<file path="src/rtl/com_tx_arb.sv">
// Round-robin frame scheduler for the 4-lane transmit link.
// Serialises one granted frame as nibbles, then waits for the remote ack.
module com_tx_arb #(
  parameter int ACK_TIMEOUT = 1024,
  parameter int CNT_W       = 11
) (
  input  logic       clk,
  input  logic       rst,
  input  logic       s0_valid,
  input  logic [7:0] s0_data,
  input  logic       s0_last,
  output logic       s0_ready,
  input  logic       s1_valid,
  input  logic [7:0] s1_data,
  input  logic       s1_last,
  output logic       s1_ready,
  output logic [3:0] pin_txd,
  output logic       fire_send,
  input  logic       fire_read,
  output logic       busy,
  output logic       ack_ok,
  output logic       err_timeout,
  output logic       err_underflow
);

  typedef enum logic [3:0] {
    IDLE,
    PRE,
    HDR,
    HI,
    LO,
    TAIL,
    WAIT_ACK,
    ABORT,
    DRAIN
  } state_t;

  state_t           state_q;
  state_t           state_d;
  logic             grant_q;
  logic             grant_d;
  logic             last_grant_q;
  logic             last_grant_d;
  logic [7:0]       byte_q;
  logic [7:0]       byte_d;
  logic             last_q;
  logic             last_d;
  logic [CNT_W-1:0] cnt_q;
  logic [CNT_W-1:0] cnt_d;

  logic       sel_valid;
  logic [7:0] sel_data;
  logic       sel_last;
  logic       accept;
  logic       xfer;
  logic       timeout_hit;

  logic [3:0] txd_d;
  logic       fs_d;
  logic       busy_d;
  logic       ack_d;
  logic       to_d;
  logic       uf_d;

  assign sel_valid = grant_q ? s1_valid : s0_valid;
  assign sel_data  = grant_q ? s1_data  : s0_data;
  assign sel_last  = grant_q ? s1_last  : s0_last;

  // Byte slots: header, each non-final LO, and the drain after an abort.
  assign accept = (state_q == HDR)
                | (state_q == DRAIN)
                | ((state_q == LO) & ~last_q);

  assign s0_ready = accept & ~grant_q;
  assign s1_ready = accept &  grant_q;
  assign xfer     = accept & sel_valid;

  assign timeout_hit = (cnt_q == CNT_W'(ACK_TIMEOUT - 1));

  always_ff @(posedge clk) begin
    if (rst) begin
      state_q       <= IDLE;
      grant_q       <= 1'b0;
      last_grant_q  <= 1'b1;
      byte_q        <= '0;
      last_q        <= 1'b0;
      cnt_q         <= '0;
      pin_txd       <= 4'h0;
      fire_send     <= 1'b0;
      busy          <= 1'b0;
      ack_ok        <= 1'b0;
      err_timeout   <= 1'b0;
      err_underflow <= 1'b0;
    end else begin
      state_q       <= state_d;
      grant_q       <= grant_d;
      last_grant_q  <= last_grant_d;
      byte_q        <= byte_d;
      last_q        <= last_d;
      cnt_q         <= cnt_d;
      pin_txd       <= txd_d;
      fire_send     <= fs_d;
      busy          <= busy_d;
      ack_ok        <= ack_d;
      err_timeout   <= to_d;
      err_underflow <= uf_d;
    end
  end

  always_comb begin
    state_d      = state_q;
    grant_d      = grant_q;
    last_grant_d = last_grant_q;
    byte_d       = byte_q;
    last_d       = last_q;
    cnt_d        = cnt_q;
    unique case (state_q)
      IDLE: begin
        if (s0_valid & s1_valid) begin
          grant_d      = ~last_grant_q;
          last_grant_d = ~last_grant_q;
          state_d      = PRE;
        end else if (s0_valid) begin
          grant_d      = 1'b0;
          last_grant_d = 1'b0;
          state_d      = PRE;
        end else if (s1_valid) begin
          grant_d      = 1'b1;
          last_grant_d = 1'b1;
          state_d      = PRE;
        end
      end
      PRE: state_d = HDR;
      HDR: begin
        if (xfer) begin
          byte_d  = sel_data;
          last_d  = sel_last;
          state_d = HI;
        end
      end
      HI: state_d = LO;
      LO: begin
        if (last_q) begin
          state_d = TAIL;
        end else if (xfer) begin
          byte_d  = sel_data;
          last_d  = sel_last;
          state_d = HI;
        end else begin
          state_d = ABORT;
        end
      end
      TAIL: begin
        cnt_d   = '0;
        state_d = WAIT_ACK;
      end
      WAIT_ACK: begin
        cnt_d = cnt_q + CNT_W'(1);
        if (fire_read | timeout_hit) begin
          state_d = IDLE;
        end
      end
      ABORT: state_d = DRAIN;
      DRAIN: begin
        if (xfer & sel_last) begin
          state_d = IDLE;
        end
      end
      default: state_d = IDLE;
    endcase
  end

  // Outputs are registered, so they are decoded from the state being entered.
  always_comb begin
    txd_d = 4'h0;
    unique case (state_d)
      PRE:     txd_d = 4'hA;
      HDR:     txd_d = {3'b000, grant_d};
      HI:      txd_d = byte_d[7:4];
      LO:      txd_d = byte_d[3:0];
      TAIL:    txd_d = 4'h5;
      ABORT:   txd_d = 4'hC;
      default: txd_d = 4'h0;
    endcase
    fs_d   = (state_d == PRE);
    busy_d = (state_d != IDLE);
    uf_d   = (state_d == ABORT);
    ack_d  = (state_q == WAIT_ACK) & fire_read;
    to_d   = (state_q == WAIT_ACK) & ~fire_read & timeout_hit;
  end

endmodule

</file>
<file path="config.mk">
export PLATFORM = sky130hd
export DESIGN_NAME = com_tx_arb
export DESIGN_NICKNAME = d
export VERILOG_FILES = /design/src/rtl/com_tx_arb.sv
export SDC_FILE = /design/constraint.sdc
export NUM_CORES = 1
export LEC_CHECK = 0
export BUFFER_PORTS_ARGS = -buffer_cell sky130_fd_sc_hd__buf_2
export CAP_MARGIN = 25
export CORE_MARGIN = 2
export CORE_UTILIZATION = 50
export CTS_CLUSTER_DIAMETER = 60
export DETAILED_ROUTE_END_ITERATION = 8
export PLACE_DENSITY_LB_ADDON = 0.05
export SLEW_MARGIN = 20
export SYNTH_ARGS = -nofsm -noshare
export SYNTH_HDL_FRONTEND = slang
export SYNTH_SLANG_ARGS = --single-unit
export TNS_END_PERCENT = 20
</file>
<file path="constraint.sdc">
create_clock -name clk -period 4.9 [get_ports clk]
set_clock_uncertainty 0.15 [all_clocks]
set_input_delay 0.49 -clock clk [delete_from_list [all_inputs] [get_ports clk]]
set_output_delay 0.49 -clock clk [all_outputs]
set_load 0.005 [all_outputs]
</file>
==> results.sh <==
export IMPL_status="complete, no violations"
export IMPL_grt_pass1_vias=1363
export IMPL_max_freq_mhz=382
export IMPL_antenna_found_initial=0
export IMPL_routed_wl_microns=3750
export IMPL_die_w_microns=61.7
export IMPL_start_util_pct=53.6
export IMPL_p_switching_mw=0.232
export IMPL_drive_gt1_share_pct=25.2
export IMPL_min_from="fire_read"
export IMPL_period_share_pct=53.4
export IMPL_synth_async_reset_ratio_pct=0
export IMPL_tightest_slew_ns=0.824
export IMPL_slowest_delay_ns=0.61
export IMPL_synth_cell_types=44
export IMPL_clock_root_buffer="clkbuf_4"
export IMPL_drv_cap=0
export IMPL_power_density_nw_per_um2=358
export IMPL_avgViaCountPerCell=5.69
export IMPL_cts_sinks=31
export IMPL_synthesis_nets=225
export IMPL_grt_max_degree=30
export IMPL_crit_chain="nor2b_1, nor2b_1, o311ai_0, nor2_1, buf_2"
export IMPL_routabilityCongestion=0.887
export IMPL_cts_htree_levels=2
export IMPL_core_area_sq_um=3100
export IMPL_drcViolationCount=0
export IMPL_pwr_share_clk_pct=25.7
export IMPL_grt_pass1_wl_microns=6220
export IMPL_setup_viol=0
export IMPL_area_growth_pct=14.6
export IMPL_drt_iter0_drc=156
export IMPL_die_h_microns=61.7
export IMPL_die_area_sq_um=3810
export IMPL_clk_pin_slew_worst_paths_ns=0.10
export IMPL_critPathTopFamily="flip-flops"
export IMPL_setup_worst_path_start_class="flop"
export IMPL_cpMostUsedCell="nor2b_1"
export IMPL_cp_slowest_cell="dfxtp_1"
export IMPL_multi_input_area_sq_um=975
export IMPL_cts_tree="yes"
export IMPL_fin_nets=253
export IMPL_worstSkewPairLatency_ns=0.34
export IMPL_combinationalPowerShare_pct=28.6
export IMPL_grt_overflow=0
export IMPL_cts_buffers=5
export IMPL_crit_type="flop to primary output"
export IMPL_fill_cells=299
export IMPL_final_min_clock_period_ns=2.61
export IMPL_port_buffers=33
export IMPL_post_cts_setup_buffers=0
export IMPL_syn_inst=201
export IMPL_hpwl_microns=2740
export IMPL_ios=34
export IMPL_yosys_area_top_type="dfxtp_1"
export IMPL_critPathArrivalTime_ns=1.97
export IMPL_critPathRequiredTime_ns=4.26
export IMPL_end_kind="primary output"
export IMPL_slew_viol_final=0
export IMPL_synth_edff_count=0
export IMPL_reg2reg_from="grant_q"
export IMPL_ys_warn_count=0
export IMPL_power_leakage_nw=0.713
export IMPL_p_int_mw=0.451
export IMPL_vias=1558
export IMPL_hold_buffers=0
export IMPL_cp_max_fo=13
export IMPL_seqPwrFrac_pct=45.8
export IMPL_first_pass_iters=4
export IMPL_hold_viol=0
export IMPL_holdCritPathClass="input port to flop"
export IMPL_seq_area_frac_synth_pct=37.3
export IMPL_critPathBufInv=1
export IMPL_ctsResizeCount=0
export IMPL_final_util_pct=61.5
export IMPL_synth_top_cell_area_share_pct=37.3
export IMPL_clockBufferDepth=2
export IMPL_synth_area_leaders="dfxtp_1 (37%), a21oi_1 (6.0%), nor2_1 (5.2%)"
export IMPL_avgSynthCellArea_sq_um=8.28
export IMPL_synth_ff_type="dfxtp_1"
export IMPL_drtAntennaViolNets=0
export IMPL_post_drt_wl_per_cell_microns=13.7
export IMPL_tns_ns=0
export IMPL_gr_usage_all_layers_pct=22.5
export IMPL_cp_startpoint="state_q[3]"
export IMPL_yosys_top_cells_count="dfxtp_1 (31), nor2_1 (23), a21oi_1 (20)"
export IMPL_netlist_area_sq_um=1660
export IMPL_yosysMostFrequentCell="dfxtp_1"
export IMPL_rows=20
export IMPL_slew_headroom_pct=44.6
export IMPL_ir_drop_v=0.000239
export IMPL_switching_share_pct=33.9
export IMPL_rsz0062_at_grt="no"
export IMPL_diodes=0
export IMPL_ys_seq_elements=31
export IMPL_ff_latch_area_sq_um=621
## kinds of logic (layout without fill, tap and decap cells)
kind of cell | Yosys count | in the layout | synth area share, %
multiplexers | 14 | 14 | 9.25
AO/OA/AOI/OAI | 55 | 55 | 22.6
flip-flops | 31 | 31 | 37.3
buffers and inverters | 17 | 46 | 4.14
adder cells (fa/ha/maj) | 1 | 1 | 0.752
AND/OR/NAND/NOR | 83 | 83 | 26.0
## per-stage QoR
step	hold slack, ns	total power, mW	cells	area [sq um]	setup WS (ns)
after floorplan	0.274	0.459	201	1660	2.99
after global placement	0.293	0.510	266	1830	2.47
after detailed placement	0.335	0.513	266	1830	2.40
after CTS	0.182	0.686	274	1910	2.28
after global routing	0.186	0.730	274	1910	2.09
final	0.193	0.683	274	1910	2.29
## state kept, by name (all words and copies together) (netlist names), 4 cells and up
name / flops
pin_txd: 4
byte_q: 4
cnt_q: 11
state_q: 4
## metal layers
| layer | share of wire (%) | GRT usage, % | vias up |
|---|---|---|---|
| li1 | - | - | 796 |
| met1 | 50 | 30.9 | 721 |
| met2 | 45 | 33.7 | 39 |
| met3 | 4.1 | 7.04 | 2 |
| met4 | 0.51 | 7.60 | 0 |
| met5 | 0 | 0 | - |
## power by group through the flow
stage          clock network [mW]  registers (mW)  logic [mW]
4_1_cts                     0.178           0.312       0.195
2_1_floorplan                   0           0.298       0.161
3_5_place_dp                    0           0.318       0.194
3_3_place_gp                    0           0.318       0.193
6_report                    0.175           0.313       0.195
5_1_grt                     0.192           0.318       0.220
## cell usage in the layout, fill, tap and decap left out, types with 3 or more instances in the layout
cell | netlist | routed
o211ai_1 | 3 | 3
nor3_1 | 3 | 3
nor2b_1 | 5 | 5
nor2_1 | 23 | 23
or3_1 | 3 | 3
mux2i_1 | 6 | 6
inv_1 | 5 | 5
buf_2 | 1 | 33
a31oi_1 | 5 | 5
o21ai_0 | 10 | 10
nand3_1 | 9 | 9
mux2_2 | 7 | 7
dfxtp_1 | 31 | 31
nand2_1 | 13 | 13
a21oi_1 | 20 | 20
nor4_1 | 4 | 4
clkbuf_4 | 0 | 5
nand4_1 | 4 | 4
nor3b_1 | 3 | 3
nand2b_1 | 5 | 5
## worst paths after layout
path | to | slack, ns | depth (start not counted)
max | s0_ready | 2.29 | 5
min | err_timeout | 0.19 | 2
max reg2reg | pin_txd[2] | 2.38 | 5
min reg2reg | cnt_q[1] | 0.35 | 2
## cell type report
| type | count | share of cell area [%] |
|---|---|---|
| timing repair buffer | 33 | 8.66 |
| sequential | 31 | 32.5 |
| clock buffer | 7 | 3.41 |
| clock inverter | 1 | 0.394 |
| multi-input combinational | 153 | 51.1 |
| tap | 44 | 2.89 |
| inverter | 5 | 0.984 |
Note: power is estimated with default switching activity, not from simulation.
